<file path="src/rtl/uart_pkg.sv">
// Frame-format constants and FSM state encoding shared by the UART receiver and transmitter.
package uart_pkg;

  localparam int OVERSAMPLE = 16;
  localparam int DATA_BITS  = 8;

  typedef enum logic [2:0] {
    IDLE,
    START,
    DATA,
    STOP,
    BREAK
  } uart_state_t;

endpackage

</file>
<file path="src/rtl/uart_baud_tick.sv">
// Oversample tick generator: one-clock tick every CLK_DIV clocks.
// The sync clear lets the receiver align its bit timing to a start edge.
module uart_baud_tick #(
  parameter int CLK_DIV = 326
) (
  input  logic clk,
  input  logic reset,
  input  logic clear,
  output logic tick
);

  localparam int CNT_W = (CLK_DIV > 1) ? $clog2(CLK_DIV) : 1;
  localparam logic [CNT_W-1:0] CNT_LAST = CNT_W'(CLK_DIV - 1);

  logic [CNT_W-1:0] cnt;

  assign tick = (cnt == CNT_LAST);

  always_ff @(posedge clk) begin
    if (reset || clear || tick) begin
      cnt <= '0;
    end else begin
      cnt <= cnt + CNT_W'(1);
    end
  end

endmodule

</file>
<file path="src/rtl/uart_rx.sv">
// 8N1 UART receiver: 16x oversampled, mid-bit sampling, LSB first on an idle-high line.
// Emits a one-clock valid strobe per good byte or a one-clock framing_err strobe.
module uart_rx
  import uart_pkg::*;
#(
  parameter int CLK_DIV = 326
) (
  input  logic                 clk,
  input  logic                 reset,
  input  logic                 rx,
  output logic [DATA_BITS-1:0] data,
  output logic                 valid,
  output logic                 framing_err,
  output logic                 busy
);

  localparam int OS_W  = $clog2(OVERSAMPLE);
  localparam int BIT_W = $clog2(DATA_BITS) + 1;
  localparam logic [OS_W-1:0]  OS_MID   = OS_W'(OVERSAMPLE / 2 - 1);
  localparam logic [OS_W-1:0]  OS_LAST  = OS_W'(OVERSAMPLE - 1);
  localparam logic [BIT_W-1:0] BIT_LAST = BIT_W'(DATA_BITS - 1);

  uart_state_t          state;
  uart_state_t          state_next;
  logic                 rx_meta;
  logic                 rx_s;
  logic                 tick;
  logic                 tick_clear;
  logic                 shift_en;
  logic                 load_data;
  logic                 set_ferr;
  logic [OS_W-1:0]      os_cnt;
  logic [BIT_W-1:0]     bit_cnt;
  logic [DATA_BITS-1:0] shift_reg;

  uart_baud_tick #(
    .CLK_DIV (CLK_DIV)
  ) u_baud_tick (
    .clk   (clk),
    .reset (reset),
    .clear (tick_clear),
    .tick  (tick)
  );

  assign busy = (state != IDLE);

  always_comb begin
    state_next = state;
    tick_clear = 1'b0;
    shift_en   = 1'b0;
    load_data  = 1'b0;
    set_ferr   = 1'b0;
    case (state)
      IDLE: begin
        if (!rx_s) begin
          state_next = START;
          tick_clear = 1'b1;
        end
      end
      START: begin
        // A line that is high again at mid start bit was only a glitch.
        if (tick && os_cnt == OS_MID) begin
          state_next = rx_s ? IDLE : DATA;
        end
      end
      DATA: begin
        if (tick && os_cnt == OS_LAST) begin
          shift_en = 1'b1;
          if (bit_cnt == BIT_LAST) begin
            state_next = STOP;
          end
        end
      end
      STOP: begin
        if (tick && os_cnt == OS_LAST) begin
          if (rx_s) begin
            load_data  = 1'b1;
            state_next = IDLE;
          end else begin
            set_ferr   = 1'b1;
            state_next = BREAK;
          end
        end
      end
      BREAK: begin
        if (rx_s) begin
          state_next = IDLE;
        end
      end
      default: state_next = IDLE;
    endcase
  end

  always_ff @(posedge clk) begin
    if (reset) begin
      rx_meta     <= 1'b1;
      rx_s        <= 1'b1;
      state       <= IDLE;
      os_cnt      <= '0;
      bit_cnt     <= '0;
      shift_reg   <= '0;
      data        <= '0;
      valid       <= 1'b0;
      framing_err <= 1'b0;
    end else begin
      rx_meta     <= rx;
      rx_s        <= rx_meta;
      state       <= state_next;
      valid       <= load_data;
      framing_err <= set_ferr;
      if (state_next != state) begin
        os_cnt <= '0;
      end else if (tick) begin
        os_cnt <= os_cnt + OS_W'(1);
      end
      if (state == START && state_next == DATA) begin
        bit_cnt <= '0;
      end else if (shift_en) begin
        bit_cnt <= bit_cnt + BIT_W'(1);
      end
      // Bits arrive LSB first, so each new bit enters at the MSB end.
      if (shift_en) begin
        shift_reg <= {rx_s, shift_reg[DATA_BITS-1:1]};
      end
      if (load_data) begin
        data <= shift_reg;
      end
    end
  end

endmodule

</file>
<file path="config.mk">
export PLATFORM = sky130hd
export DESIGN_NAME = uart_rx
export DESIGN_NICKNAME = d
export VERILOG_FILES = /design/src/rtl/uart_pkg.sv /design/src/rtl/uart_baud_tick.sv /design/src/rtl/uart_rx.sv
export SDC_FILE = /design/constraint.sdc
export NUM_CORES = 1
export LEC_CHECK = 0
export ABC_AREA = 0
export BUFFER_PORTS_ARGS = -buffer_cell sky130_fd_sc_hd__buf_2
export CAP_MARGIN = 20
export CORE_MARGIN = 10
export CORE_UTILIZATION = 55
export CTS_BUF_LIST = sky130_fd_sc_hd__clkbuf_8
export CTS_CLUSTER_DIAMETER = 100
export DETAILED_ROUTE_END_ITERATION = 10
export PLACE_DENSITY = 0.8
export SETUP_SLACK_MARGIN = 0.2
export SYNTH_ARGS = -nofsm -noshare
export SYNTH_HDL_FRONTEND = slang
export SYNTH_SLANG_ARGS = --single-unit
</file>
<file path="constraint.sdc">
create_clock -name clk -period 1.9 [get_ports clk]
set_clock_uncertainty 0.2 [all_clocks]
set_input_delay 0.285 -clock clk [delete_from_list [all_inputs] [get_ports clk]]
set_output_delay 0.285 -clock clk [all_outputs]
set_load 0.01 [all_outputs]
</file>
==> results of run 1 <==
-- worst max-delay path by stage --
| stage | startpoint | endpoint | slack [ns] | depth (start not counted) |
|---|---|---|---|---|
| 2_1_floorplan | u_baud_tick.cnt[1] | u_baud_tick.cnt[2] | -0.007 | 9 |
| 3_3_place_gp | os_cnt[0] | os_cnt[0] | 0.03 | 6 |
| 4_1_cts | u_baud_tick.cnt[1] | os_cnt[3] | 0.03 | 6 |
| 6_report | u_baud_tick.cnt[1] | os_cnt[3] | 0.03 | 6 |
| 5_1_grt | u_baud_tick.cnt[1] | os_cnt[1] | -0.02 | 6 |
| 3_5_place_dp | u_baud_tick.cnt[1] | u_baud_tick.cnt[5] | -0.04 | 6 |
-- per-stage QoR --
| stage | instances | utilization (%) | setup TNS (ns) | cell area (µm²) | total power (W) |
|---|---|---|---|---|---|
| after CTS | 249 | 71.2 | 0 | 2150 | 0.00166 |
| after floorplan | 175 | - | -0.0452 | 1750 | 0.000920 |
| after global routing | 253 | 74.5 | -0.0622 | 2260 | 0.00173 |
| after global placement | 233 | 62.1 | 0 | 1880 | 0.000944 |
| after detailed placement | 233 | 62.1 | -0.0717 | 1880 | 0.000947 |
| final | 253 | 74.5 | 0 | 2260 | 0.00166 |
-- what timing repair did --
item,CTS,global route
pin swaps,11,11
setup buffers,6,3
setup endpoints to repair,35,38
hold endpoints to repair,1,0
hold buffers,1,0
gates cloned,1,1
gates resized for setup,18,23
-- layout make-up --
class	instances	area share (%)
Timing Repair Buffer	36	12.0
Clock inverter	3	2.11
Inverter	2	0.333
Tap cell	44	2.44
Clock buffer	5	3.05
Multi-Input combinational cell	123	44.2
Sequential cell	40	35.9
-- routing by layer --
metal	vias to the layer above	wire length, µm
met2	38	2280
met4	0	80
met1	691	1590
li1	676	-
met5	-	0
met3	10	206
-- cell usage after synthesis, types with 2 or more instances --
cell type	instances	share of area [%]
nand3_1	7	2.0
and3_1	2	0.73
inv_1	2	0.44
mux2i_1	18	10
a211oi_1	5	2.2
dfxtp_1	40	47
nor2_1	31	6.8
nor4_1	2	0.73
xnor2_1	2	1.0
buf_6	3	2.0
a21oi_1	4	1.2
or2_2	2	0.73
ha_1	4	2.9
nand2_1	4	0.87
clkbuf_1	4	0.87
xor2_1	10	5.1
o21ai_0	3	0.87
nand4_1	4	1.5
or3_1	4	1.5
and4b_1	2	1.2
buf_2	4	1.2
nor3_1	3	0.87
and4_1	2	1.0
-- power by group through the flow --
stage	clock (W)	sequential, W	combinational [W]
finish	0.000704	0.000859	0.000102
global route	0.000763	0.000860	0.000109
CTS	0.000714	0.000858	0.0000862
detailed placement	0	0.000876	0.0000707
global placement	0	0.000875	0.0000692
floorplan	0	0.000874	0.0000452
-- logic make-up (layout without fill, tap and decap cells) --
family | Yosys count | after routing | share of synthesized area [%]
buf+inv | 13 | 46 | 4.44
compound gates | 17 | 17 | 6.99
xor+xnor | 12 | 12 | 6.12
flops | 40 | 40 | 46.6
fa+ha+maj | 4 | 4 | 2.91
simple gates | 71 | 72 | 22.4
mux | 18 | 18 | 10.5
==> impl_summary.txt, run 1 <==
----------------------------------------------------
[Worst setup path]
  Critical Path RT ... 1.92 ns
  Largest driver fanout on the critical path ... 5
  RR Endpoint ... os_cnt[3]
  Start of the worst register-to-register path ... u_baud_tick.cnt[1]
  Critical path start-end classification ... flop to flop
  Kind of cell adding the most delay to the critical path ... compound AO/OA/AOI/OAI gates
  Slowest Stage Delay on Critical Path ... 0.36 ns
  WP buf/inv ... 1
  Crit. End Element ... flop
  Critical path cell sequence ... inv_2, ha_4, and4b_2, a41o_1, a311o_1, a211oi_1
  Slowest stage cell on the critical path ... a311o_1
  Reg-to-reg setup timing slack ... 0.03 ns
  Critical path launch point type ... flop
  Arrival @ worst endpoint ... 1.89 ns
  R2r worst-path depth ... 6

[Drt]
  Number of antenna-violating nets in the routed design ... 0
  Detailed router's first-iteration violation count ... 96
  Average wire per cell in the routed design ... 16.4 µm
  Vias after detailed routing ... 1415
  Aggregate routed wire length ... 4160 µm
  Ratio of routed vias to standard cells ... 5.59
  Post-route DRC violation count ... 0
  Pre-Repair DR Iteration Count ... 4

[Hold path]
  Startpoint of the most critical hold path ... reset
  Worst-case hold path end point ... state[2]
  Min-Delay Path Class ... input pin to flop
  Number of instances on the worst hold path ... 2

[Power]
  Maximum ir drop on the vdd rail ... 0.000512 V
  Psw ... 0.000376 W
  Power Internal ... 0.00129 W
  Leakage ... 0.994 nW
  Power per cell area ... 738 mW/mm²
  Relative contribution of combinational cells to total power ... 6.1%
  Flop pwr share ... 51.6%
  Clock network fraction of total power ... 42.3%
  Share of total power consumed by net switching ... 22.6%

[Layout]
  Number of inserted diodes ... 0
  Filler cell count in the final layout ... 196
  Area of the multi-input gates ... 997 µm²
  FF/Latch Area ... 810 µm²
  Most frequent cells in the layout ... 33 x dfxtp_1, 24 x nor2_1, 18 x mux2i_1
  Most common cell after layout, fill and taps aside ... dfxtp_1
  Number of nets in the final layout ... 215
  Synthesis-to-layout area growth ... 31.4%
  Number of flip-flops under the largest register name ... 9
  Fraction of layout instances using a drive strength above 1 ... 40.2%

[Yosys]
  Flip-flop and latch count after synthesis ... 40
  Most used DFF post-synth ... dfxtp_1
  Total standard cell area after synthesis ... 0.00172 mm²
  Async S/R FF share, synth ... 0%
  Synthesized area divided by synthesized cell count ... 9.82 µm²
  Number of enable flip-flop cells after synthesis ... 0
  Number of distinct library cells after synthesis ... 36
  Cell count after synthesis ... 175
  Part of the Yosys area used for sequential elements ... 46.6%
  Number of nets in the synthesized netlist ... 182
  Yosys warning total ... 0

[Die]
  Starting utilization of the core area ... 56.7%
  Number of rows created at floorplan ... 20
  I/O pins ... 14
  Die width ... 75.9 µm
  Placeable core region ... 0.00303 mm²
  Area of the die ... 0.00576 mm²
  Chip height ... 75.9 µm

[STA]
  Worst hold margin ... 0.0775 ns
  Total count of max-transition violations in the final report ... 0
  Min Clock Period, post-route ... 1.87 ns
  Part of the cycle the worst path needs ... 98.7%
  Worst path setup slack after routing ... 0.0254 ns
  Hold Violations, Final ... 0
  Final setup violation count ... 0
  Setup repair after global routing missed its margin ... yes
  Worst rel slew slack ... 61.6%
  Tightest Pin Transition ... 0.571 ns
  FMAX ... 0.533 GHz

[GRT]
  Wire length of the first global-routing pass ... 6570 µm
  Global Route met2 Usage ... 27.3%
  Via count of the first global-routing pass ... 1399
  Met1 GRT Util ... 16.0%
  Maximum number of pins on one net before global-route repair ... 21
  Global routing met3 resource utilization ... 4.69%
  Initial antenna violation count ... 0
  Sum of overflow across all layers after global routing ... 0
  Global Route Usage Sum ... 15.4%
  GRT busiest layer ... met2

[Clock tree]
  Insertion delay of the later-clocked pin in the worst-skew pair ... 0.30 ns
  H-Tree Level Count ... 2
  Clock Root Buffer ... clkbuf_8
  Number of buffers on the longest clock path ... 2
  Number of sinks driven by the clock tree ... 40
  CTS tree ... yes
  Clock-pin slew reported for the worst setup and hold paths after clock tree synthesis ... 0.08 ns
  Number of buffers created by CTS ... 5

[Place]
  Final HPWL DP ... 2400 µm
  Routability congestion estimate from global placement ... 0.907
  Count of port buffers added during placement ... 13
  Setup Slack @ Placement ... -0.0398 ns

[Run status]
  Result of the run ... completed

[Job]
  Max-Cap Viols ... 0

----------------------------------------------------
(Power assumes the default switching activity.)
==> run 2: changes to the inputs <==
PLACE_DENSITY = 0.74   (was 0.8)
==> run 2 against run 1 <==
Compared with the run above:
- global-route usage fell by 1.8 points
- critical path type unchanged
- sequential share of layout area up 1.1 points
- non-clock buffer count fell by 1
- sequential power fell by 0.6%
- core utilization is 1.4 points lower
- critical path depth did not move
==> impl_summary.txt, run 2 (same netlist as run 1, synthesis figures left out) <==
----------------------------------------------------
[Power]
  Flop pwr share ... 52.3% (+0.7 points)
  Clock network fraction of total power ... 41.3% (-1.0 points)
  Power Internal ... 0.00128 W (-0.53%)
  Total power consumption of the routed design ... 0.00163 W (-2.0%)
  Share of total power consumed by net switching ... 21.5% (-1.1 points)
  Psw ... 0.000350 W (-6.9%)
  Relative contribution of combinational cells to total power ... 6.4% (+0.3 points)
  Power per cell area ... 737 mW/mm² (-0.13%)
  Leakage ... 0.991 nW (-0.25%)
  Maximum ir drop on the vdd rail ... 0.000789 V (+54%)

[STA]
  Min Clock Period, post-route ... 1.88 ns (+0.00146 ns)
  Final setup violation count ... 0 (unchanged)
  Hold Violations, Final ... 0 (unchanged)
  Setup repair after global routing missed its margin ... yes
  Part of the cycle the worst path needs ... 98.7% (about the same)
  FMAX ... 0.533 GHz (about the same)
  Worst rel slew slack ... 66.9% (+5.3 points)
  Total count of max-transition violations in the final report ... 0 (unchanged)
  Tightest Pin Transition ... 0.492 ns (-0.0786 ns)

[Place]
  Count of port buffers added during placement ... 13 (unchanged)
  Routability congestion estimate from global placement ... 0.812 (-10%)
  Final HPWL DP ... 2310 µm (-3.7%)
  Area post-placement ... 0.00188 mm² (unchanged)
  Placed Instances ... 233 (unchanged)

[Drt]
  Aggregate routed wire length ... 3690 µm (-11%)
  Post-route DRC violation count ... 0 (unchanged)
  Detailed router's first-iteration violation count ... 120 (+25%)
  Average wire per cell in the routed design ... 14.6 µm (-11%)
  Ratio of routed vias to standard cells ... 5.38 (-3.8%)
  Pre-Repair DR Iteration Count ... 4 (unchanged)
  Vias after detailed routing ... 1356 (-4.2%)
  Number of antenna-violating nets in the routed design ... 0 (unchanged)

[GRT]
  Global Route Usage Sum ... 13.6% (-1.8 points)
  Wire length of the first global-routing pass ... 5930 µm (-9.8%)
  Sum of overflow across all layers after global routing ... 0 (unchanged)
  Initial antenna violation count ... 0 (unchanged)
  Via count of the first global-routing pass ... 1271 (-9.1%)
  Maximum number of pins on one net before global-route repair ... 21 (unchanged)

[Layout]
  Final core utilization ... 73.2% (-1.4 points)
  Fraction of layout instances using a drive strength above 1 ... 37.5% (-2.7 points)
  Finished layout cell area ... 0.00222 mm² (-1.8%)
  Most common cell after layout, fill and taps aside ... dfxtp_1
  Number of nets in the final layout ... 214 (-0.47%)
  Non-Filler Instances ... 252 (-0.40%)
  Synthesis-to-layout area growth ... 29.0%
  Number of flip-flops under the largest register name ... 9 (unchanged)
  Number of inserted diodes ... 0 (unchanged)
  Most frequent cells in the layout ... 32 x dfxtp_1, 26 x nor2_1, 17 x mux2i_1

[Hold path]
  Min-Delay Path Class ... input pin to flop

[Die]
  Die width ... 75.9 µm (unchanged)
  Number of rows created at floorplan ... 20 (unchanged)
  Placeable core region ... 0.00303 mm² (unchanged)
  Chip height ... 75.9 µm (unchanged)
  I/O pins ... 14 (unchanged)
  Area of the die ... 0.00576 mm² (unchanged)
  Starting utilization of the core area ... 56.7% (unchanged)

[Worst setup path]
  Critical path cell sequence ... inv_2, ha_4, and4b_2, a41o_1, a311o_1, a211oi_1
  Critical Path RT ... 1.90 ns (-0.02 ns)
  Crit. End Element ... flop
  Largest driver fanout on the critical path ... 5 (unchanged)
  Critical path start-end classification ... flop to flop
  WP buf/inv ... 1 (unchanged)
  Slowest stage cell on the critical path ... a311o_1
  Arrival @ worst endpoint ... 1.87 ns (-0.02 ns)
  Kind of cell adding the most delay to the critical path ... compound AO/OA/AOI/OAI gates
  Critical path launch point type ... flop
  Slowest Stage Delay on Critical Path ... 0.36 ns (about the same)

[Clock tree]
  Number of buffers created by CTS ... 5 (unchanged)
  Clock-pin slew reported for the worst setup and hold paths after clock tree synthesis ... 0.07 ns (about the same)
  Number of buffers on the longest clock path ... 2 (unchanged)
  H-Tree Level Count ... 2 (unchanged)
  Clock Root Buffer ... clkbuf_8
  Number of sinks driven by the clock tree ... 40 (unchanged)
  CTS tree ... yes
  Insertion delay of the later-clocked pin in the worst-skew pair ... 0.29 ns (about the same)

[Job]
  Max-Cap Viols ... 0 (unchanged)

[Run status]
  Result of the run ... completed

----------------------------------------------------
## run 2: area by class of cell
cell class	count	area [µm²]
sequential	40	818
tap	44	55.1
fill	220	812
inverter	2	7.51
clock inverter	3	42.5
clock buffer	5	68.8
multi-input combinational	123	968
timing repair buffer	35	255
## run 2: worst paths after layout
kind                 startpoint        end  slack [ns]  cells after the start
max          u_baud_tick.cnt[1]  os_cnt[1]        0.02                      6
min                       reset   state[2]        0.08                      2
max reg2reg  u_baud_tick.cnt[1]  os_cnt[1]        0.02                      6
min reg2reg             rx_meta       rx_s        0.23                      1
## run 2: repair_timing
action | in CTS | in global routing
hold endpoints to repair | 1 | 0
hold buffers | 1 | 0
buffers inserted | 4 | 4
pin swaps | 7 | 9
endpoints found under the setup margin | 37 | 38
resized for setup | 10 | 29
cloned | 1 | 1
## run 2: routing by layer
| layer | vias to the layer above | track usage [%] | routed length, µm |
|---|---|---|---|
| li1 | 678 | - | - |
| met1 | 644 | 16.4 | 1620 |
| met2 | 28 | 20.8 | 1840 |
| met3 | 6 | 4.82 | 144 |
| met4 | 0 | 7.01 | 80 |
| met5 | - | 0 | 0 |
## run 2: through the flow
step	setup slack [ns]	setup TNS [ns]	hold slack, ns
6_report	0.0239	0	0.0786
5_1_grt	-0.0388	-0.145	0.0913
4_1_cts	0.0561	0	0.0570
3_5_place_dp	0.0125	0	0.217
3_3_place_gp	0.0794	0	0.207
2_1_floorplan	-0.00663	-0.0452	0.164
## run 2: power by group through the flow
stage / Clock, W / Sequential (W) / Combinational, W
global route: 0.000740 / 0.000855 / 0.000113
global placement: 0 / 0.000875 / 0.0000688
CTS: 0.000690 / 0.000857 / 0.0000850
finish: 0.000674 / 0.000854 / 0.000104
detailed placement: 0 / 0.000875 / 0.0000721
floorplan: 0 / 0.000874 / 0.0000452
